$ cat src/rtl/sprite_pool_scroller_pkg.sv
// Shared definitions for the scrolling sprite pool: game-state codes, screen size,
// spawn FSM states and common coordinate/address widths.
package sprite_pool_scroller_pkg;

  typedef enum logic [1:0] {
    GAME_INIT  = 2'd0,
    GAME_START = 2'd1,
    GAME_END   = 2'd2,
    GAME_RESET = 2'd3
  } game_state_e;

  typedef enum logic {
    ST_COUNT   = 1'b0,
    ST_ATTEMPT = 1'b1
  } spawn_state_e;

  localparam int WINDOW_WIDTH  = 640;
  localparam int WINDOW_HEIGHT = 480;
  localparam int COORD_W       = 11;
  localparam int ADDR_W        = 17;
  localparam int SLOT_IDX_W    = 3;

endpackage

$ cat src/rtl/sprite_pool_scroller_if.sv
// Control/pixel bus between game-state control, the VGA timing and the sprite pool.
interface sprite_pool_scroller_if #(
  parameter int NUM_SLOTS = 3,
  parameter int RAND_W    = 7
);
  import sprite_pool_scroller_pkg::*;

  logic                  tick;
  logic                  run;
  logic                  clear;
  logic [RAND_W-1:0]     rand_val;
  logic [9:0]            h_cnt;
  logic [9:0]            v_cnt;
  logic                  hit;
  logic [SLOT_IDX_W-1:0] hit_slot;
  logic [ADDR_W-1:0]     sprite_addr;
  logic [NUM_SLOTS-1:0]  active_mask;

  modport master (
    output tick, run, clear, rand_val, h_cnt, v_cnt,
    input  hit, hit_slot, sprite_addr, active_mask
  );

  modport slave (
    input  tick, run, clear, rand_val, h_cnt, v_cnt,
    output hit, hit_slot, sprite_addr, active_mask
  );

endinterface

$ cat src/rtl/sprite_pool_scroller_slot.sv
// One sprite instance: enable/position registers, leftward motion with retire-on-exit,
// and the combinational coverage test plus local ROM row/column for the current pixel.
module sprite_pool_scroller_slot
  import sprite_pool_scroller_pkg::*;
#(
  parameter int SPR_W   = 52,
  parameter int SPR_H   = 19,
  parameter int SPAWN_X = 692,
  parameter int STEP    = 1
) (
  input  logic               clk,
  input  logic               rst,
  input  logic               clear_i,
  input  logic               move_i,
  input  logic               spawn_i,
  input  logic [COORD_W-1:0] spawn_y_i,
  input  logic [COORD_W-1:0] h_i,
  input  logic [COORD_W-1:0] v_i,
  output logic               en_o,
  output logic               cov_o,
  output logic [COORD_W-1:0] row_o,
  output logic [COORD_W-1:0] col_o
);

  localparam logic [COORD_W-1:0] W_C     = 11'(SPR_W);
  localparam logic [COORD_W-1:0] H_C     = 11'(SPR_H);
  localparam logic [COORD_W-1:0] SPAWN_C = 11'(SPAWN_X);
  localparam logic [COORD_W-1:0] STEP_C  = 11'(STEP);

  logic               en_q, en_d;
  logic [COORD_W-1:0] x_q, x_d;
  logic [COORD_W-1:0] y_q, y_d;
  logic               v_in_s, h_in_s;

  // Spawn only ever targets a free slot, so it never competes with motion.
  always_comb begin
    en_d = en_q;
    x_d  = x_q;
    y_d  = y_q;
    if (clear_i) begin
      en_d = 1'b0;
      x_d  = 11'd0;
      y_d  = 11'd0;
    end else if (spawn_i) begin
      en_d = 1'b1;
      x_d  = SPAWN_C;
      y_d  = spawn_y_i;
    end else if (move_i && en_q) begin
      if (x_q <= STEP_C) begin
        en_d = 1'b0;
        x_d  = 11'd0;
        y_d  = 11'd0;
      end else begin
        x_d = x_q - STEP_C;
      end
    end else begin
      x_d = x_q;
    end
  end

  always_ff @(posedge clk) begin
    if (!rst) begin
      en_q <= 1'b0;
      x_q  <= 11'd0;
      y_q  <= 11'd0;
    end else begin
      en_q <= en_d;
      x_q  <= x_d;
      y_q  <= y_d;
    end
  end

  // Bounds rearranged so no subtraction can wrap below zero.
  assign v_in_s = (v_i < y_q) && ((v_i + H_C) >= y_q);
  assign h_in_s = (h_i < x_q) && ((x_q < W_C) || (h_i >= (x_q - W_C)));
  assign cov_o  = en_q && v_in_s && h_in_s;
  assign row_o  = v_i + H_C - y_q;
  assign col_o  = (x_q >= W_C) ? (h_i - (x_q - W_C)) : (h_i + (W_C - x_q));
  assign en_o   = en_q;

endmodule

$ cat src/rtl/sprite_pool_scroller.sv
// Pool of scrolling sprite slots: gap-counter spawn FSM, lowest-free-slot selection,
// lowest-index-wins pixel hit mux and the registered ROM address/hit outputs.
module sprite_pool_scroller
  import sprite_pool_scroller_pkg::*;
#(
  parameter int NUM_SLOTS    = 3,
  parameter int SPR_W        = 52,
  parameter int SPR_H        = 19,
  parameter int SPAWN_X      = 692,
  parameter int Y_BASE       = 240,
  parameter int RAND_W       = 7,
  parameter int STEP         = 1,
  parameter int MIN_GAP      = 150,
  parameter int SKIP_THRESH  = 10,
  parameter int SKIP_BACKOFF = 80,
  parameter int FULL_BACKOFF = 50
) (
  input logic                   clk,
  input logic                   rst,
  sprite_pool_scroller_if.slave bus
);

  localparam int GAP_W = 16;
  localparam logic [GAP_W-1:0]  MIN_GAP_C   = 16'(MIN_GAP);
  localparam logic [GAP_W-1:0]  SKIP_BACK_C = 16'(SKIP_BACKOFF);
  localparam logic [GAP_W-1:0]  FULL_BACK_C = 16'(FULL_BACKOFF);
  localparam logic [RAND_W-1:0] SKIP_C      = RAND_W'(SKIP_THRESH);
  localparam logic [ADDR_W-1:0] SPR_W_A     = 17'(SPR_W);

  logic [GAP_W-1:0]      gap_q, gap_d;
  spawn_state_e          state_s;
  logic                  move_s, spawn_go_s, free_found_s;
  logic [SLOT_IDX_W-1:0] free_idx_s;
  logic [NUM_SLOTS-1:0]  en_s, cov_s, spawn_s;
  logic [COORD_W-1:0]    row_s [NUM_SLOTS];
  logic [COORD_W-1:0]    col_s [NUM_SLOTS];
  logic [COORD_W-1:0]    h_s, v_s, spawn_y_s;
  logic                  hit_q, hit_d;
  logic [SLOT_IDX_W-1:0] slot_q, slot_d;
  logic [ADDR_W-1:0]     addr_q, addr_d;

  assign move_s    = bus.tick & bus.run;
  assign h_s       = {1'b0, bus.h_cnt};
  assign v_s       = {1'b0, bus.v_cnt};
  assign spawn_y_s = 11'(Y_BASE) - 11'(bus.rand_val);
  assign state_s   = (gap_q >= MIN_GAP_C) ? ST_ATTEMPT : ST_COUNT;

  for (genvar g = 0; g < NUM_SLOTS; g++) begin : g_slot
    sprite_pool_scroller_slot #(
      .SPR_W  (SPR_W),
      .SPR_H  (SPR_H),
      .SPAWN_X(SPAWN_X),
      .STEP   (STEP)
    ) u_slot (
      .clk      (clk),
      .rst      (rst),
      .clear_i  (bus.clear),
      .move_i   (move_s),
      .spawn_i  (spawn_s[g]),
      .spawn_y_i(spawn_y_s),
      .h_i      (h_s),
      .v_i      (v_s),
      .en_o     (en_s[g]),
      .cov_o    (cov_s[g]),
      .row_o    (row_s[g]),
      .col_o    (col_s[g])
    );
  end

  // Free mask uses the pre-tick enables, so a slot retiring this tick is not reused yet.
  assign free_found_s = |(~en_s);
  always_comb begin
    free_idx_s = 3'd0;
    for (int i = NUM_SLOTS - 1; i >= 0; i--) begin
      free_idx_s = en_s[i] ? free_idx_s : 3'(i);
    end
  end

  always_comb begin
    gap_d      = gap_q;
    spawn_go_s = 1'b0;
    if (bus.clear) begin
      gap_d = 16'd0;
    end else if (move_s) begin
      case (state_s)
        ST_COUNT: gap_d = gap_q + 16'd1;
        ST_ATTEMPT: begin
          if (!free_found_s) begin
            gap_d = FULL_BACK_C;
          end else if (bus.rand_val < SKIP_C) begin
            gap_d = SKIP_BACK_C;
          end else begin
            gap_d      = 16'd0;
            spawn_go_s = 1'b1;
          end
        end
        default: gap_d = 16'd0;
      endcase
    end else if (bus.tick) begin
      gap_d = 16'd0;
    end else begin
      gap_d = gap_q;
    end
  end

  assign spawn_s = spawn_go_s ? (NUM_SLOTS'(1) << free_idx_s) : '0;

  // Scan from the top index down so the lowest covering slot is the last writer.
  always_comb begin
    hit_d  = 1'b0;
    slot_d = 3'd0;
    addr_d = 17'd0;
    for (int i = NUM_SLOTS - 1; i >= 0; i--) begin
      if (cov_s[i]) begin
        hit_d  = 1'b1;
        slot_d = 3'(i);
        addr_d = (17'(row_s[i]) * SPR_W_A) + 17'(col_s[i]);
      end else begin
        hit_d = hit_d;
      end
    end
  end

  always_ff @(posedge clk) begin
    if (!rst || bus.clear) begin
      gap_q  <= 16'd0;
      hit_q  <= 1'b0;
      slot_q <= 3'd0;
      addr_q <= 17'd0;
    end else begin
      gap_q  <= gap_d;
      hit_q  <= hit_d;
      slot_q <= slot_d;
      addr_q <= addr_d;
    end
  end

  assign bus.hit         = hit_q;
  assign bus.hit_slot    = slot_q;
  assign bus.sprite_addr = addr_q;
  assign bus.active_mask = en_s;

endmodule

$ cat src/flat_wrapper.sv
// flat-port wrapper written by rule: the top's interface ports become plain ports
module sprite_pool_scroller_flat import sprite_pool_scroller_pkg::*;
#(
  parameter int NUM_SLOTS    = 3,
  parameter int SPR_W        = 52,
  parameter int SPR_H        = 19,
  parameter int SPAWN_X      = 692,
  parameter int Y_BASE       = 240,
  parameter int RAND_W       = 7,
  parameter int STEP         = 1,
  parameter int MIN_GAP      = 150,
  parameter int SKIP_THRESH  = 10,
  parameter int SKIP_BACKOFF = 80,
  parameter int FULL_BACKOFF = 50
)
  (clk, rst, bus_tick, bus_run, bus_clear, bus_rand_val, bus_h_cnt, bus_v_cnt, bus_hit, bus_hit_slot, bus_sprite_addr, bus_active_mask);
  sprite_pool_scroller_if #(.NUM_SLOTS(NUM_SLOTS), .RAND_W(RAND_W)) bus_i ();
  input logic clk;
  input logic rst;
  input wire logic [$bits(bus_i.tick)-1:0] bus_tick;
  input wire logic [$bits(bus_i.run)-1:0] bus_run;
  input wire logic [$bits(bus_i.clear)-1:0] bus_clear;
  input wire logic [$bits(bus_i.rand_val)-1:0] bus_rand_val;
  input wire logic [$bits(bus_i.h_cnt)-1:0] bus_h_cnt;
  input wire logic [$bits(bus_i.v_cnt)-1:0] bus_v_cnt;
  output wire logic [$bits(bus_i.hit)-1:0] bus_hit;
  output wire logic [$bits(bus_i.hit_slot)-1:0] bus_hit_slot;
  output wire logic [$bits(bus_i.sprite_addr)-1:0] bus_sprite_addr;
  output wire logic [$bits(bus_i.active_mask)-1:0] bus_active_mask;
  assign bus_i.tick = bus_tick;
  assign bus_i.run = bus_run;
  assign bus_i.clear = bus_clear;
  assign bus_i.rand_val = bus_rand_val;
  assign bus_i.h_cnt = bus_h_cnt;
  assign bus_i.v_cnt = bus_v_cnt;
  assign bus_hit = bus_i.hit;
  assign bus_hit_slot = bus_i.hit_slot;
  assign bus_sprite_addr = bus_i.sprite_addr;
  assign bus_active_mask = bus_i.active_mask;
  sprite_pool_scroller #(.NUM_SLOTS(NUM_SLOTS), .SPR_W(SPR_W), .SPR_H(SPR_H), .SPAWN_X(SPAWN_X), .Y_BASE(Y_BASE), .RAND_W(RAND_W), .STEP(STEP), .MIN_GAP(MIN_GAP), .SKIP_THRESH(SKIP_THRESH), .SKIP_BACKOFF(SKIP_BACKOFF), .FULL_BACKOFF(FULL_BACKOFF)) u_core (.clk(clk), .rst(rst), .bus(bus_i));
endmodule
$ cat config.mk
export PLATFORM = sky130hd
export DESIGN_NAME = sprite_pool_scroller_flat
export DESIGN_NICKNAME = d
export VERILOG_FILES = /design/src/rtl/sprite_pool_scroller_pkg.sv /design/src/rtl/sprite_pool_scroller_if.sv /design/src/rtl/sprite_pool_scroller_slot.sv /design/src/rtl/sprite_pool_scroller.sv /design/src/flat_wrapper.sv
export SDC_FILE = /design/constraint.sdc
export NUM_CORES = 1
export LEC_CHECK = 0
export CAP_MARGIN = 20
export CELL_PAD_IN_SITES_DETAIL_PLACEMENT = 0
export CELL_PAD_IN_SITES_GLOBAL_PLACEMENT = 1
export CORE_ASPECT_RATIO = 2
export CORE_UTILIZATION = 30
export DETAILED_ROUTE_END_ITERATION = 8
export PLACE_DENSITY_LB_ADDON = 0.3
export SYNTH_ARGS = -nofsm -noshare
export SYNTH_HDL_FRONTEND = slang
export SYNTH_HIERARCHICAL = 1
export SYNTH_SLANG_ARGS = --single-unit
$ cat constraint.sdc
create_clock -name clk -period 8 [get_ports clk]
set_clock_uncertainty 0.2 [all_clocks]
set_input_delay 0.8 -clock clk [delete_from_list [all_inputs] [get_ports clk]]
set_output_delay 0.8 -clock clk [all_outputs]
set_load 0.1 [all_outputs]
## Word level (Yosys, flattened, before mapping)

Index checks and enable logic that the tools add are counted.
W data, S select, Z words.

- Flip-flop bits (word level): 105
- Logic and storage cells: 163
- Input port bits: 32
- Output and inout port bits: 24

- Reductions and logical operators: 38
- Bitwise gates (word level): 4
- Magnitude comparators: 23
- $add $sub $neg: 24
- Shift operators: 1
- Multiply operators: 3
- Multiplexer cells: 53

Operators with widths:

| kind | count |
|---|---|
| $mux W11 | 15 |
| $lt A10 B11 Y1 | 6 |
| $mux W10 | 6 |
| $add A17 B11 Y17 | 3 |
| $mux W17 | 3 |
| $mux W16 | 3 |
| $mul A11 B4 Y15 const B | 3 |
| $add A10 B11 Y11 | 3 |
| $ge A10 B11 Y1 | 3 |
| $ge A11 B11 Y1 | 3 |
| $ge A11 B6 Y1 const B | 3 |
| $le A11 B1 Y1 const B | 3 |
| $lt A11 B6 Y1 const B | 3 |
| $sub A10 B11 Y11 | 3 |
| $sub A11 B1 Y11 const B | 3 |
| $sub A11 B11 Y11 | 3 |
| $sub A11 B6 Y11 const B | 3 |
| $sub A6 B11 Y11 const A | 3 |
| $pmux W16 S2 | 1 |
| $mux W1 | 19 |
| $add A16 B1 Y16 const B | 1 |
| $ge A16 B8 Y1 const B | 1 |
| $logic_and A1 B1 Y1 | 15 |
| $reduce_or A3 Y1 | 5 |
| other kinds (15) | 32 |

## Depth between registers and ports, before layout

Gate-level depths: netlist (run 1).

- Depth after elaboration: 9
- Mapped depth: 27
- Depth with buffers taken out: 26

## Hierarchy

The synthesis (run 1) kept the hierarchy.

By module, submodules not included:

| module | instances | area each (sq um) | cells each |
|---|---|---|---|
| sprite_pool_scroller_slot at u_core.g_slot[0].u_slot ... | 2 | 3245.6 | 415 |
| sprite_pool_scroller | 1 | 6214.7 | 805 |
| sprite_pool_scroller_slot at u_core.g_slot[2].u_slot | 1 | 3278.1 | 423 |

## Worst setup path after synthesis (run 1)

No wires, ideal clock.

- Kind: input port to flip-flop
- From: in bus_v_cnt[0]
- To: reg u_core.addr_q[16] (netlist: u_core/bus.sprite_addr[16])
- Path buffers: 0
- Cell stages on the path: 26
- Arrival time: 5.586 ns
- Slack: 2.127 ns
- Library setup time: 0.086 ns
- Path through: inv_1 ha_1 xnor2_1 ha_1 a21oi_1 o21ai_0 a21o_1 a21oi_1 xnor2_1 inv_1 fa_1 inv_1 ha_1 nor2b_1 o21a_1 nor2_1 xnor2_1 ha_1 o21ai_0 nand2b_1 a31oi_1 a21o_1 nor4_1 nand3_1 o211a_1 a221oi_2

RTL lines:

| element | RTL line | text |
|---|---|---|
| from (decl) | flat_wrapper.sv:25 | `input wire logic [$bits(bus_i.v_cnt)-1:0] bus_v_cnt;` |
| to (signal assigned) | sprite_pool_scroller.sv:134 | `addr_q <= addr_d;` |
| to (decl) | sprite_pool_scroller.sv:40 | `logic [ADDR_W-1:0] addr_q, addr_d;` |

==> results of run 1 <==
-- how the worst min path moves through the flow --
stage	to	depth (start not counted)
finish	u_core/gap_q[10]	1
global route	u_core/gap_q[15]	1
CTS	u_core/gap_q[10]	1
detailed placement	u_core/gap_q[13]	1
global placement	u_core/gap_q[12]	1
floorplan	u_core/gap_q[12]	1
-- layout make-up --
type,instances,area (um2)
timing repair buffer,67,635.6
tap,665,832.0
sequential,105,2102
multi-input combinational,1657,12740
antenna,1,2.502
fill,5641,35050
clock buffer,9,225.2
inverter,277,1040
clock inverter,7,75.07
-- stage by stage --
stage,worst slack [ns],hold WS [ns],instance area [um2]
floorplan,2.127,0.2307,16070
global placement,0.5871,0.2431,17350
detailed placement,0.5600,0.2566,17350
CTS,0.9672,0.2818,17650
global route,0.6024,0.3075,17660
finish,0.9957,0.2743,17660
-- placed cells by master (no fill, tap or decap), types with 12 or more instances in the layout --
master | synthesis | routed
sky130_fd_sc_hd__ha_1 | 285 | 285
sky130_fd_sc_hd__inv_1 | 276 | 276
sky130_fd_sc_hd__nor2_1 | 164 | 163
sky130_fd_sc_hd__nand2_1 | 154 | 154
sky130_fd_sc_hd__xnor2_1 | 138 | 138
sky130_fd_sc_hd__a21oi_1 | 124 | 124
sky130_fd_sc_hd__dfxtp_1 | 105 | 105
sky130_fd_sc_hd__o21ai_0 | 96 | 96
sky130_fd_sc_hd__nor3_1 | 61 | 61
sky130_fd_sc_hd__clkdlybuf4s50_1 | 0 | 54
sky130_fd_sc_hd__nand3_1 | 54 | 54
sky130_fd_sc_hd__xor2_1 | 53 | 53
sky130_fd_sc_hd__fa_1 | 51 | 51
sky130_fd_sc_hd__a21o_1 | 38 | 38
sky130_fd_sc_hd__o21a_1 | 33 | 33
sky130_fd_sc_hd__conb_1 | 1 | 25
sky130_fd_sc_hd__and2_1 | 21 | 21
sky130_fd_sc_hd__a31oi_1 | 21 | 21
sky130_fd_sc_hd__nor2b_1 | 20 | 20
sky130_fd_sc_hd__nand4_1 | 19 | 19
sky130_fd_sc_hd__a211oi_1 | 21 | 19
sky130_fd_sc_hd__nand2b_1 | 18 | 18
sky130_fd_sc_hd__o21ai_1 | 17 | 17
sky130_fd_sc_hd__nor4_1 | 16 | 16
sky130_fd_sc_hd__o211ai_1 | 16 | 16
sky130_fd_sc_hd__and3_1 | 14 | 14
sky130_fd_sc_hd__buf_4 | 3 | 12
-- cell usage after synthesis, drive strengths merged, types with 10 or more instances --
master,count
a211oi,23
a21o,38
a21oi,124
a221oi,10
a31oi,21
and2,24
and3,14
buf,16
clkbuf,27
dfxtp,105
fa,51
ha,285
inv,277
nand2,157
nand2b,18
nand3,54
nand4,21
nor2,164
nor2b,20
nor3,61
nor4,21
o2111ai,11
o211ai,16
o21a,33
o21ai,114
o21bai,10
o31ai,11
or3,10
xnor2,138
xor2,53
-- power by group through the flow --
stage | registers [mW] | logic (mW) | clock network (mW)
after floorplan | 0.535 | 3.20 | 0
after global placement | 0.535 | 4.18 | 0
after detailed placement | 0.535 | 4.23 | 0
after CTS | 0.522 | 4.26 | 0.509
after global routing | 0.523 | 4.70 | 0.520
final | 0.522 | 4.26 | 0.486
-- sequential cells by signal, summed over array words and instances (netlist names) --
register,flops
u_core/gap_q,16
u_core/bus.sprite_addr,17
u_core/g_slot.u_slot/x_q,33
u_core/bus.hit_slot,2
u_core/g_slot.u_slot/en_o,3
u_core/g_slot.u_slot/y_q,33
u_core/bus.hit,1
-- cell families (layout without fill, tap and decap cells) --
family / count (synthesis) / in the layout / share of synthesized area (%)
and+or+nand+nor: 600 / 600 / 18.46
AOI/OAI and AO/OA: 493 / 493 / 20.52
adders and majority gates: 336 / 336 / 28.70
buffers and inverters: 320 / 360 / 7.843
xor gates and xnor gates: 192 / 192 / 10.61
DFF: 105 / 105 / 13.15
muxes: 11 / 11 / 0.7045
other: 1 / 26 / 0.02346
-- layer usage --
metal,GRT usage (%),up-vias,share of wire [%]
met5,0,-,0
met4,13.74,0,7.0
met3,1.261,118,1.8
met2,42.67,256,59
met1,17.77,6940,33
li1,-,7248,-
==> Flow_metrics.wiki, run 1 <==
{| class="wikitable"
! Metric !! Value
|-
| GR Util All Layers || 20.50%
|-
| Die Outline Area || 54260 um2
|-
| Total of warnings raised by yosys || 6
|-
| Switching power || 2.813 mW
|-
| Combinational share of power || 80.9%
|-
| Cell area power density || 298.4 nW/um2
|-
| H-tree depth reported by CTS || 3
|-
| Library cells used by synthesis || 88
|-
| Core Rows || 119
|-
| First-iteration detailed-routing DRC count || 668
|-
| Number of global-route vias before repair || 14999
|-
| Reg clk slew, reported paths || 0.08 ns
|-
| Worst R2R Path Depth || 21
|-
| Destination of the critical timing path || u_core/bus.sprite_addr[16]
|-
| Share of synthesized flip-flops with an asynchronous set or reset || 0%
|-
| Wirelength, routed || 54390 um
|-
| Largest net degree at the start of global routing || 27
|-
| Share of the synthesized area in the top cell type || 22.31%
|-
| Number of standard cells after synthesis || 2058
|-
| Grt total ovfl || 0
|-
| Buffers & Inverters on Critical Path || 3
|-
| Number of antenna violations at the first check in global routing || 1
|-
| Final cell count without fillers || 2788
|-
| Synth-to-Final Area Change || 10.47%
|-
| Number of flops mapped to enable cells by yosys || 0
|-
| Internal Dissipation || 2.456 mW
|-
| Max-slew violation count || 0
|-
| Fraction of the yosys area taken by sequential cells || 13.15%
|-
| Setup slack, reg-to-reg || 2.12 ns
|-
| Sequential fraction of design power || 9.9%
|-
| DP Wirelength || 46620 um
|-
| Number of buffers added for setup after CTS || 0
|-
| DRC violations left || 2
|-
| Switching power as a share of total power || 53.39%
|-
| Total core area || 52710 um2
|-
| Source-to-sink clock delay at the later pin of the worst-skew pair || 0.40 ns
|-
| Routed via count || 14562
|-
| Number of buffers created by CTS || 9
|-
| Finish-stage setup viols || 0
|-
| Total I/O pin count || 56
|-
| Routed length per placed instance || 19.51 um
|-
| Tightest Hold Check Type || reg -> reg
|-
| FF+latch count, synth || 105
|-
| Worst-case vdd ir drop || 207.7 uV
|-
| Area leader, netlist || sky130_fd_sc_hd__ha_1
|-
| Fraction of layout cells with a size suffix above 1 || 3.346%
|-
| Master of the slowest instance on the critical path || sky130_fd_sc_hd__clkdlybuf4s50_1
|-
| End of the worst register-to-register path || u_core/bus.sprite_addr[16]
|-
| Clock net sink count || 105
|-
| Via-per-instance ratio || 5.223
|-
| Mean cell area of the mapped netlist || 7.767 um2
|-
| I/O Buffers || 54
|-
| Number of buffers on the longest clock path || 2
|-
| Cts-stage hold buffer count || 0
|-
| Dominant cells by area after synthesis || sky130_fd_sc_hd__ha_1 22%, sky130_fd_sc_hd__dfxtp_1 13%, sky130_fd_sc_hd__xnor2_1 7.6%
|-
| WP data arrival || 7.11 ns
|-
| RSZ-0062 raised after global routing || false
|-
| Portion of total power attributed to the clock network || 9.2%
|-
| Violated checks || design-rule violations
|-
| Normalized max-slew margin || 35.00%
|-
| Gp weighted congestion || 0.9104
|-
| Final Util || 33.50%
|-
| Number of hold violations in the final report || 0
|-
| Leakage || 7.529 nW
|-
| Launching element of the worst setup path || bus_v_cnt[2]
|-
| Required time of the critical path || 8.11 ns
|-
| Most common flop cell mapped by yosys || sky130_fd_sc_hd__dfxtp_1
|-
| Die W || 165.2 um
|-
| Clock tree from TritonCTS || yes
|-
| Levels on crit path || 22
|-
| FF-to-FF Start || u_core/g_slot[0].u_slot/y_q[0]
|-
| DIE HEIGHT || 328.4 um
|-
| Nets || 2485
|-
| Worst path max stage delay || 0.90 ns
|-
| Post-cts repair resize count || 0
|-
| Detail Route Antenna Nets || 0
|-
| Final total negative setup slack || 0 ns
|-
| Mapped Area || 15980 um2
|-
| Crit Path Max Fanout || 15
|-
| Effective utilization at floorplan || 30.33%
|-
| Critical Path Start Type || primary input
|-
| Outcome || finished, violations left
|-
| Fmax || 0.1428 GHz
|-
| Startpoint of the tightest hold check path || u_core/gap_q[10]
|-
| Fin crit share || 87.55%
|-
| Slew at the pin closest to its max-slew limit || 0.9719 ns
|-
| Worst path cell trace || clkdlybuf4s50_1 > a31oi_1 > xnor2_1 > ha_1 > and3_1 > a221oi_1 > xnor2_1 > inv_1 > fa_1 > inv_1 > ha_1 > o21ai_0 > nor2_1 > o21a_1 > nor2_1 > xnor2_1 > ha_1 > nor3_1 > a2111o_1 > nor3_1 > xnor3_1 > a221oi_2
|-
| Number of detailed-route iterations in the first pass || 6
|-
| Shortest period the worst path allows || 7.004 ns
|-
| Cell family with the largest share of critical-path delay || compound AO/OA/AOI/OAI gates
|-
| Category of the most critical setup path || in -> reg
|-
| Global-route wire length before repair || 82920 um
|-
| Root cell of the clock tree || sky130_fd_sc_hd__clkbuf_16
|-
| Number of placed instances, taps included || 2770
|-
| Total power draw || 5.269 mW
|-
| Setup crit end kind || flip-flop
|-
| Number of max-cap violations || 0
|}
(Power assumes the default switching activity.)
==> run 2, diff against run 1 <==
--- a/config.mk
+++ b/config.mk
@@ -10,8 +10,10 @@
 export CELL_PAD_IN_SITES_GLOBAL_PLACEMENT = 1
 export CORE_ASPECT_RATIO = 2
 export CORE_UTILIZATION = 30
+export CTS_CLUSTER_SIZE = 8
 export DETAILED_ROUTE_END_ITERATION = 8
 export PLACE_DENSITY_LB_ADDON = 0.3
+export SETUP_SLACK_MARGIN = 0.02
 export SYNTH_ARGS = -nofsm -noshare
 export SYNTH_HDL_FRONTEND = slang
 export SYNTH_HIERARCHICAL = 1
==> constraint.sdc (replaced) <==
create_clock -name clk -period 7.85 [get_ports clk]
set_clock_uncertainty 0.2 [all_clocks]
set_input_delay 0.785 -clock clk [delete_from_list [all_inputs] [get_ports clk]]
set_output_delay 0.785 -clock clk [all_outputs]
set_load 0.1 [all_outputs]
==> run 2 against run 1 <==
Cell area rose by 0.31%. Combinational power rose by 2%. Wire length fell by 0.51%. The flow still finishes with violations (design-rule violations). Largest cell class unchanged. Critical path depth did not move. Largest power group unchanged.
==> Flow_metrics.wiki, run 2 (same netlist as run 1, synthesis figures left out) <==
{| class="wikitable"
! Metric !! Value
|-
| GR Util All Layers || 20.54% (was 20.50%)
|-
| Number of global-route vias before repair || 14949 (was 14999)
|-
| Sequential fraction of design power || 9.9% (about the same)
|-
| Die Outline Area || 54260 um2 (unchanged)
|-
| Required time of the critical path || 7.96 ns (was 8.11 ns)
|-
| WP data arrival || 7.13 ns (was 7.11 ns)
|-
| Crit Path Max Fanout || 15 (unchanged)
|-
| First-iteration detailed-routing DRC count || 667 (was 668)
|-
| Largest net degree at the start of global routing || 27 (unchanged)
|-
| Die W || 165.2 um (unchanged)
|-
| Final Util || 33.60% (was 33.50%)
|-
| Violated checks || design-rule violations (unchanged)
|-
| Total I/O pin count || 56 (unchanged)
|-
| Number of buffers created by CTS || 9 (unchanged)
|-
| Detail Route Antenna Nets || 0 (unchanged)
|-
| Worst R2R Path Depth || 21 (unchanged)
|-
| Total power draw || 5.399 mW (was 5.269 mW)
|-
| Worst-case vdd ir drop || 169.9 uV (was 207.7 uV)
|-
| ANT cells || 0 (was 1)
|-
| Cts-stage hold buffer count || 0 (unchanged)
|-
| Fmax || 0.1425 GHz
|-
| Switching power as a share of total power || 52.86% (was 53.39%)
|-
| Slew at the pin closest to its max-slew limit || 0.9708 ns (was 0.9719 ns)
|-
| Switching power || 2.854 mW (was 2.813 mW)
|-
| Gp weighted congestion || 0.9154 (was 0.9104)
|-
| Wirelength, routed || 54110 um (was 54390 um)
|-
| Routed via count || 14393 (was 14562)
|-
| DRC violations left || 2 (unchanged)
|-
| Total core area || 52710 um2 (unchanged)
|-
| Root cell of the clock tree || sky130_fd_sc_hd__clkbuf_16 (unchanged)
|-
| Post-Place Setup Slack || 0.3852 ns (was 0.5600 ns)
|-
| Number of buffers added for setup after CTS || 0 (unchanged)
|-
| Tightest Hold Check Type || reg -> reg (unchanged)
|-
| Most common library cell in the layout ignoring fill and taps || sky130_fd_sc_hd__ha_1 (unchanged)
|-
| Number of hold violations in the final report || 0 (unchanged)
|-
| DIE HEIGHT || 328.4 um (unchanged)
|-
| Category of the most critical setup path || in -> reg (unchanged)
|-
| Leakage || 7.561 nW (was 7.529 nW)
|-
| Shortest period the worst path allows || 7.019 ns
|-
| Via-per-instance ratio || 5.155 (was 5.223)
|-
| DP Wirelength || 46490 um (was 46620 um)
|-
| H-tree depth reported by CTS || 3 (unchanged)
|-
| Final total negative setup slack || 0 ns (unchanged)
|-
| Core Rows || 119 (unchanged)
|-
| Routed length per placed instance || 19.38 um (was 19.51 um)
|-
| Fraction of layout cells with a size suffix above 1 || 3.573% (was 3.346%)
|-
| Post-cts repair resize count || 0 (unchanged)
|-
| Worst Setup Slack, final || 0.8308 ns (was 0.9957 ns)
|-
| Clock tree from TritonCTS || yes (unchanged)
|-
| Global-route wire length before repair || 83100 um (was 82920 um)
|-
| Max-slew violation count || 0 (unchanged)
|-
| Reg clk slew, reported paths || 0.08 ns (about the same)
|-
| Number of buffers on the longest clock path || 2 (unchanged)
|-
| Most frequent cells in the layout || 285 x sky130_fd_sc_hd__ha_1, 276 x sky130_fd_sc_hd__inv_1, 163 x sky130_fd_sc_hd__nor2_1, 154 x sky130_fd_sc_hd__nand2_1, 138 x sky130_fd_sc_hd__xnor2_1 (unchanged)
|-
| Nets || 2490 (was 2485)
|-
| RSZ-0062 raised after global routing || false (unchanged)
|-
| I/O Buffers || 54 (unchanged)
|-
| Source-to-sink clock delay at the later pin of the worst-skew pair || 0.41 ns (was 0.40 ns)
|-
| Fin crit share || 89.42%
|-
| Combinational share of power || 80.4% (was 80.9%)
|-
| Effective utilization at floorplan || 30.33% (unchanged)
|-
| Setup crit end kind || flip-flop (unchanged)
|-
| Number of antenna violations at the first check in global routing || 0 (was 1)
|-
| Grt total ovfl || 0 (unchanged)
|-
| Outcome || finished, violations left (unchanged)
|-
| Critical Path Start Type || primary input (unchanged)
|-
| Cell area power density || 304.8 nW/um2 (was 298.4 nW/um2)
|-
| Number of max-cap violations || 0 (unchanged)
|-
| Portion of total power attributed to the clock network || 9.7% (was 9.2%)
|-
| Worst hold path depth || 1 (unchanged)
|-
| Finish-stage setup viols || 0 (unchanged)
|-
| Clock net sink count || 105 (unchanged)
|-
| Filler instances || 5681 (was 5641)
|-
| Synth-to-Final Area Change || 10.81% (was 10.47%)
|-
| Normalized max-slew margin || 35.08% (was 35.00%)
|-
| Number of detailed-route iterations in the first pass || 7 (was 6)
|-
| Internal Dissipation || 2.545 mW (was 2.456 mW)
|}
-- run 2: path summary, 6_finish.rpt --
| kind | startpoint | end | slack [ns] |
|---|---|---|---|
| worst min-delay path | u_core/gap_q[12] | u_core/gap_q[12] | 0.27 |
| worst max register to register | u_core/g_slot[0].u_slot/y_q[0] | u_core/bus.sprite_addr[16] | 1.97 |
| worst min register to register | u_core/gap_q[12] | u_core/gap_q[12] | 0.27 |
| worst max-delay path | bus_v_cnt[2] | u_core/bus.sprite_addr[16] | 0.83 |
-- run 2: metal layers --
layer	vias up	routed length (um)	global-route usage (%)	share of wire, %
li1	7242	-	-	-
met1	6811	18010	17.90	33
met2	246	31760	42.96	59
met3	94	951	1.589	1.8
met4	0	3391	12.56	6.3
met5	-	0	0	0
-- run 2: final cells by class --
class / instances / area [um2] / share of cell area [%]
timing repair buffer: 72 / 673.1 / 3.801
clock inverter: 7 / 95.09 / 0.5369
clock buffer: 9 / 225.2 / 1.272
sequential: 105 / 2102 / 11.87
inverter: 277 / 1040 / 5.870
multi-input combinational: 1657 / 12740 / 71.96
tap: 665 / 832.0 / 4.698
-- run 2: metrics by stage --
stage               cell area [um2]  instances  hold WS (ns)
floorplan                     16070       2082        0.2307
global placement              17390       2775        0.2428
detailed placement            17390       2775        0.2484
CTS                           17710       2791        0.2721
global route                  17710       2792        0.3005
finish                        17710       2792        0.2718
-- run 2: power by group through the flow --
| stage | registers [mW] | clock network [mW] | logic [mW] |
|---|---|---|---|
| 2_1_floorplan | 0.545 | 0 | 3.26 |
| 3_3_place_gp | 0.545 | 0 | 4.28 |
| 3_5_place_dp | 0.545 | 0 | 4.33 |
| 4_1_cts | 0.532 | 0.544 | 4.36 |
| 5_1_grt | 0.533 | 0.562 | 4.84 |
| 6_report | 0.532 | 0.526 | 4.34 |
-- run 2: critical path: stages --
cell and delay (ns):
sky130_fd_sc_hd__clkdlybuf4s50_1 0.90, sky130_fd_sc_hd__a31oi_1 0.29, sky130_fd_sc_hd__xnor2_1 0.19, sky130_fd_sc_hd__ha_1 0.34, sky130_fd_sc_hd__and3_1 0.19, sky130_fd_sc_hd__a221oi_1 0.43
sky130_fd_sc_hd__xnor2_1 0.31, sky130_fd_sc_hd__inv_1 0.13, sky130_fd_sc_hd__fa_1 0.55, sky130_fd_sc_hd__inv_1 0.04, sky130_fd_sc_hd__ha_1 0.36, sky130_fd_sc_hd__o21ai_0 0.11
sky130_fd_sc_hd__nor2_1 0.29, sky130_fd_sc_hd__o21a_1 0.22, sky130_fd_sc_hd__nor2_1 0.07, sky130_fd_sc_hd__xnor2_1 0.23, sky130_fd_sc_hd__ha_1 0.26, sky130_fd_sc_hd__nor3_1 0.07
sky130_fd_sc_hd__a2111o_1 0.46, sky130_fd_sc_hd__nor3_1 0.27, sky130_fd_sc_hd__xnor3_1 0.39, sky130_fd_sc_hd__a221oi_2 0.22
==> run 3, diff against run 2 <==
--- a/config.mk
+++ b/config.mk
@@ -10,11 +10,13 @@
 export CELL_PAD_IN_SITES_GLOBAL_PLACEMENT = 1
 export CORE_ASPECT_RATIO = 2
 export CORE_UTILIZATION = 30
+export CTS_CLUSTER_DIAMETER = 200
 export CTS_CLUSTER_SIZE = 8
 export DETAILED_ROUTE_END_ITERATION = 8
-export PLACE_DENSITY_LB_ADDON = 0.3
+export PLACE_DENSITY_LB_ADDON = 0.1
 export SETUP_SLACK_MARGIN = 0.02
 export SYNTH_ARGS = -nofsm -noshare
 export SYNTH_HDL_FRONTEND = slang
 export SYNTH_HIERARCHICAL = 1
 export SYNTH_SLANG_ARGS = --single-unit
+export TNS_END_PERCENT = 100
==> run 3 against run 2 <==
The flow still finishes with violations (design-rule violations). Non-clock buffer count grew 1. Core utilization is the same. Sequential power is essentially flat. Worst setup slack gained 0.0025 ns. Worst hold slack lost 0.0050 ns. Cell area is the same. Maximum frequency is essentially flat. Clock power shrank 1%. Die area is the same. Via count shrank 1.3%. Sequential share of layout area is the same. Global-route usage grew 1.2 points. Critical endpoint unchanged.
==> Flow_metrics.wiki, run 3 (same netlist as run 1, synthesis figures left out) <==
{| class="wikitable"
! Metric !! Value
|-
| ANT cells || 0 (unchanged)
|-
| DP Wirelength || 49520 um (was 46490 um)
|-
| Clock tree from TritonCTS || yes (unchanged)
|-
| Routed via count || 14205 (was 14393)
|-
| Final total negative setup slack || 0 ns (unchanged)
|-
| Met3 track utilization from global routing || 1.349% (was 1.589%)
|-
| DRC violations left || 22 (was 2)
|-
| Fraction of layout cells with a size suffix above 1 || 3.524% (was 3.573%)
|-
| Die Outline Area || 54260 um2 (unchanged)
|-
| Clock net sink count || 105 (unchanged)
|-
| Die W || 165.2 um (unchanged)
|-
| Number of buffers added for setup after CTS || 0 (unchanged)
|-
| Number of buffers on the longest clock path || 2 (unchanged)
|-
| Number of detailed-route iterations in the first pass || 7 (unchanged)
|-
| Category of the most critical setup path || in -> reg (unchanged)
|-
| WP data arrival || 7.13 ns (about the same)
|-
| Launching element of the worst setup path || bus_v_cnt[0] (was bus_v_cnt[2])
|-
| Met1 usage || 20.63% (was 17.90%)
|-
| Critical Path Start Type || primary input (unchanged)
|-
| FF-to-FF Start || u_core/g_slot[2].u_slot/y_q[0] (was u_core/g_slot[0].u_slot/y_q[0])
|-
| Fin crit share || 89.38% (was 89.42%)
|-
| Final instance area || 17710 um2 (unchanged)
|-
| Grt peak-use layer || met2 (unchanged)
|-
| Startpoint of the tightest hold check path || u_core/gap_q[10] (was u_core/gap_q[12])
|-
| Critical path's most frequent cell || sky130_fd_sc_hd__ha_1
|-
| Finish-stage setup viols || 0 (unchanged)
|-
| Root cell of the clock tree || sky130_fd_sc_hd__clkbuf_16 (unchanged)
|-
| Cts-stage hold buffer count || 0 (unchanged)
|-
| Master of the slowest instance on the critical path || sky130_fd_sc_hd__clkdlybuf4s50_1 (unchanged)
|-
| Worst-case vdd ir drop || 194.4 uV (was 169.9 uV)
|-
| Max-slew violation count || 0 (unchanged)
|-
| Effective utilization at floorplan || 30.33% (unchanged)
|-
| RSZ-0062 raised after global routing || false (unchanged)
|-
| GR Util All Layers || 21.77% (was 20.54%)
|-
| Grt total ovfl || 0 (unchanged)
|-
| First-iteration detailed-routing DRC count || 581 (was 667)
|-
| Fmax || 0.1425 GHz (about the same)
|-
| Shortest period the worst path allows || 7.017 ns (was 7.019 ns)
|-
| Wirelength, routed || 57090 um (was 54110 um)
|-
| Placement-stage cell area || 17400 um2 (was 17390 um2)
|-
| Most frequent cells in the layout || 285 x sky130_fd_sc_hd__ha_1, 276 x sky130_fd_sc_hd__inv_1, 164 x sky130_fd_sc_hd__nor2_1, 154 x sky130_fd_sc_hd__nand2_1, 138 x sky130_fd_sc_hd__xnor2_1 (was 285 x sky130_fd_sc_hd__ha_1, 276 x sky130_fd_sc_hd__inv_1, 163 x sky130_fd_sc_hd__nor2_1, 154 x sky130_fd_sc_hd__nand2_1, 138 x sky130_fd_sc_hd__xnor2_1)
|-
| Post-cts repair resize count || 0 (unchanged)
|-
| Source-to-sink clock delay at the later pin of the worst-skew pair || 0.39 ns (was 0.41 ns)
|-
| I/O Buffers || 54 (unchanged)
|-
| Cell area power density || 307.0 nW/um2 (was 304.8 nW/um2)
|-
| Number of global-route vias before repair || 14958 (was 14949)
|-
| Number of max-cap violations || 0 (unchanged)
|-
| Nets || 2491 (was 2490)
|-
| Total I/O pin count || 56 (unchanged)
|-
| Most common library cell in the layout ignoring fill and taps || sky130_fd_sc_hd__ha_1 (unchanged)
|-
| Routed length per placed instance || 20.44 um (was 19.38 um)
|-
| DIE HEIGHT || 328.4 um (unchanged)
|-
| Synth-to-Final Area Change || 10.81% (unchanged)
|-
| Leakage || 7.562 nW (was 7.561 nW)
|-
| Number of antenna violations at the first check in global routing || 0 (unchanged)
|-
| Met2 track demand over resource in global routing || 45.98% (was 42.96%)
|-
| H-tree depth reported by CTS || 3 (unchanged)
|-
| Largest net degree at the start of global routing || 26 (was 27)
|-
| Detail Route Antenna Nets || 0 (unchanged)
|-
| Setup crit end kind || flip-flop (unchanged)
|-
| Worst path max stage delay || 0.64 ns (was 0.90 ns)
|-
| Core Rows || 119 (unchanged)
|-
| Number of buffers created by CTS || 9 (unchanged)
|-
| Outcome || finished, violations left (unchanged)
|-
| Number of hold violations in the final report || 0 (unchanged)
|-
| Global-route wire length before repair || 87090 um (was 83100 um)
|-
| Slew at the pin closest to its max-slew limit || 1.047 ns (was 0.9708 ns)
|-
| Normalized max-slew margin || 29.97% (was 35.08%)
|-
| Total core area || 52710 um2 (unchanged)
|-
| Crit Path Max Fanout || 6 (was 15)
|-
| Tightest Hold Check Type || reg -> reg (unchanged)
|-
| Filler instances || 5706 (was 5681)
|-
| Gp weighted congestion || 0.9109 (was 0.9154)
|-
| Via-per-instance ratio || 5.086 (was 5.155)
|-
| Reg clk slew, reported paths || 0.09 ns (was 0.08 ns)
|-
| Required time of the critical path || 7.97 ns (was 7.96 ns)
|-
| Violated checks || design-rule violations (unchanged)
|}
run 3: final timing paths:
check        cells past startpoint                    endpoint  slack, ns
max                             27  u_core/bus.sprite_addr[16]       0.83
max reg2reg                     21  u_core/bus.sprite_addr[16]       1.94
min reg2reg                      1            u_core/gap_q[10]       0.27
min                              1            u_core/gap_q[10]       0.27
run 3: cell type report:
type | count | area (um2) | share of cell area [%]
inverters | 277 | 1040 | 5.870
well taps | 665 | 832.0 | 4.698
clock buffers | 10 | 229.0 | 1.293
clock inverters | 6 | 83.83 | 0.4733
multi-input cells | 1657 | 12740 | 71.94
repair buffers | 73 | 683.2 | 3.857
flip-flops and latches | 105 | 2102 | 11.87
run 3: critical path, delay by kind of cell:
kind	cells	cell delay, ns
XOR/XNOR	3	0.57
AND/OR/NAND/NOR	6	1.17
AO/OA/AOI/OAI	9	1.83
adder cells (fa/ha/maj)	5	1.84
buffers and inverters	4	0.92
run 3: report_power, final:
| part | internal, mW | total [mW] | switching [mW] |
|---|---|---|---|
| combinational | 1.77 | 4.38 | 2.62 |
| clock | 0.257 | 0.520 | 0.263 |
| sequential | 0.532 | 0.532 | 0.000144 |
| total | 2.56 | 5.44 | 2.88 |
run 3: routing by layer:
layer  part of all wire (%)  wire length, um
met1                     36            20410
met2                     59            33800
met3                    1.3              754
met4                    3.7             2128
met5                      0                0
run 3: per-stage QoR:
stage	cells	power [mW]	utilization, %	worst slack [ns]	hold slack, ns
2_1_floorplan	2082	3.803	-	1.992	0.2307
3_3_place_gp	2776	4.948	33.00	0.6170	0.2434
3_5_place_dp	2777	4.949	33.01	0.4922	0.2495
4_1_cts	2793	5.519	33.60	0.9077	0.2697
5_1_grt	2793	6.021	33.60	0.4290	0.2836
6_report	2793	5.437	33.60	0.8333	0.2668
==> RTL edit (flow settings as in run 2) <==
`NUM_SLOTS` is set to 3 in 3 places; all go to 5.
--- a/src/rtl/sprite_pool_scroller_if.sv
+++ b/src/rtl/sprite_pool_scroller_if.sv
@@ -1,5 +1,5 @@
 // Control/pixel bus between game-state control, the VGA timing and the sprite pool.
 interface sprite_pool_scroller_if #(
-  parameter int NUM_SLOTS = 3,
+  parameter int NUM_SLOTS = 5,
   parameter int RAND_W    = 7
 );
--- a/src/rtl/sprite_pool_scroller.sv
+++ b/src/rtl/sprite_pool_scroller.sv
@@ -4,5 +4,5 @@
   import sprite_pool_scroller_pkg::*;
 #(
-  parameter int NUM_SLOTS    = 3,
+  parameter int NUM_SLOTS    = 5,
   parameter int SPR_W        = 52,
   parameter int SPR_H        = 19,
--- a/src/flat_wrapper.sv
+++ b/src/flat_wrapper.sv
@@ -2,5 +2,5 @@
 module sprite_pool_scroller_flat import sprite_pool_scroller_pkg::*;
 #(
-  parameter int NUM_SLOTS    = 3,
+  parameter int NUM_SLOTS    = 5,
   parameter int SPR_W        = 52,
   parameter int SPR_H        = 19,
Interface: changed (resized bus_active_mask); port bits go from 56 to 58. The function was not compared with the original's and may differ.
==> RTL edit against run 2 <==
Sequential cell count grew 47; count of clock-buffer cells in the layout grew 8; maximum frequency decreased by 0.41%; design area is 60% higher; area after synthesis rose by 60%; clock power up 75%; non-clock buffer count rose by 28; via count increased by 61%; sequential power is 45% higher; first-iteration DRC count rose by 44%; worst hold slack gained 0.012 ns; worst setup slack lost 0.029 ns; routed wire length rose by 72%; power is 57% higher; largest power group unchanged; highest routed layer unchanged.
==> RTL edit: results (changes against run 2) <==
synth:
  synth_compound_area_frac: 0.202  # -0.00324
  synthTopCellsByArea: "ha_1, dfxtp_1, xnor2_1"
  ys_seq_area_frac: 0.119  # -0.0129
  ys_types: 104  # +18%
  synth_adder_area_share: 0.297  # +0.0101
  synthArstFlopShare: 0  # unchanged
  synth_mux_area_frac: 0.00819  # +0.00115
  synthXorXnorAreaFrac: 0.110  # +0.00372
  synth_top_flop_cell: "dfxtp_1"
  synthTopCellsByCount: "ha_1, inv_1, nor2_1, xnor2_1, nand2_1"
  netlist.area_leader.share: 0.231  # +0.00761
  yosys_warnings: 6  # unchanged
worst_setup_path:
  crit_arrival_ns: 7.20  # +0.07 ns
  cpPeakStageDelay_ns: 0.88  # -0.02 ns
  cp_top_family: "compound AO/OA/AOI/OAI gates"
  crit_fanout: 7  # -8
  worst_path_max_delay_cell: "clkdlybuf4s50_1"
power:
  leakage_uw: 0.0123  # +62%
  peakVddDrop_uv: 261  # +54%
global_routing:
  grt_max_degree: 28  # +3.7%
  grt_pass1_vias: 23967  # +60%
  grt_use_total: 0.215  # +0.00936
  grt_pass1_wl_microns: 139000  # +67%
  grt_use_met2: 0.419  # -0.0103
  met3_usage: 0.0193  # +0.00338
  use_met1: 0.193  # +0.0140
  antenna_found_initial: 2  # +2
cts:
  cts_buffers: 17  # +8
  clkLatencyLatePin_ns: 0.50  # +0.09 ns
  cts_buffer_depth: 2  # unchanged
  clock-root-buffer: "clkbuf_16"
  post_cts_buffers: 0  # unchanged
  cts_resized: 0  # unchanged
  ctsHtreeMaxLevel: 4  # +1
  clk_pin_slew_worst_paths_ns: 0.08  # about the same
drt:
  post_drt_wl_per_cell_microns: 20.7  # +6.6%
  drtIter0Drc: 958  # +44%
  dr_total_vias: 23244  # +61%
  dr.pass1.iters: 8  # +1
run_status:
  status: "finished, final reports clean"
placement:
  place_hpwl_microns: 78000  # +68%
  place_congestion: 0.927  # +1.3%
  io_buffers: 57  # +5.6%
timing:
  slew_headroom: 0.236  # -0.115
  setup_tns_ns: 0  # unchanged
layout:
  drive_gt1_frac: 0.0470  # +0.0113
  fillers: 9129  # +61%
  nets: 4000  # +61%
worst_hold_path:
  min_path_type: "reg -> reg"
RTL edit: cell families (layout without fill, tap and decap cells):
group,count (synthesis),count (layout)
and+or+nand+nor,955,955
buffers and inverters,516,587
xor gates and xnor gates,320,320
DFF,152,152
muxes,21,21
AOI/OAI and AO/OA,790,790
adders and majority gates,558,558
other,1,41
RTL edit: cell type report:
| type | count | area (sq um) | area share |
|---|---|---|---|
| Antenna cell | 1 | 2.50 | 0.0000881 |
| Clock buffer | 17 | 425 | 0.0150 |
| Clock inverter | 15 | 184 | 0.00647 |
| Inverter | 455 | 1710 | 0.0601 |
| Multi-Input combinational cell | 2684 | 20800 | 0.732 |
| Sequential cell | 152 | 3040 | 0.107 |
| Tap cell | 1071 | 1340 | 0.0472 |
| Timing Repair Buffer | 100 | 901 | 0.0317 |
RTL edit: worst paths after layout:
path | startpoint | endpoint | slack, ns | depth (start not counted)
hold reg to reg | u_core/gap_q[12]$_SDFFE_PP0P_ | u_core/gap_q[12]$_SDFFE_PP0P_ | 0.28 | 1
setup reg to reg | u_core/g_slot[2].u_slot/y_q[0]$_SDFFE_PP0P_ | u_core/bus.sprite_addr[16]$_SDFF_PP0_ | 1.92 | 22
hold / removal | u_core/gap_q[12]$_SDFFE_PP0P_ | u_core/gap_q[12]$_SDFFE_PP0P_ | 0.28 | 1
setup / recovery | bus_v_cnt[0] | u_core/bus.sprite_addr[16]$_SDFF_PP0_ | 0.80 | 25
RTL edit: through the flow:
stage / cells / area (sq um) / setup slack (ns) / utilization / hold WS, ns
final: 4495 / 28400 / 0.802 / 0.336 / 0.284
after global routing: 4494 / 28400 / 0.322 / 0.336 / 0.299
after CTS: 4494 / 28400 / 0.834 / 0.336 / 0.285
after detailed placement: 4462 / 27800 / 0.267 / 0.328 / 0.272
after global placement: 4462 / 27800 / 0.347 / 0.328 / 0.266
after floorplan: 3352 / 25800 / 1.84 / - / 0.253
RTL edit: where the power goes:
group / switching [uW] / internal [uW] / total, uW
Clock: 437 / 481 / 918
Combinational: 3940 / 2820 / 6770
Sequential: 0.254 / 771 / 771
Total: 4380 / 4080 / 8450
RTL edit: per-layer routing:
| metal | routed length (microns) | part of all wire | vias to the layer above |
|---|---|---|---|
| met5 | 0 | 0 | - |
| met4 | 9100 | 0.098 | 0 |
| met3 | 1970 | 0.021 | 190 |
| met2 | 49800 | 0.54 | 382 |
| met1 | 32000 | 0.34 | 10983 |
| li1 | - | - | 11689 |
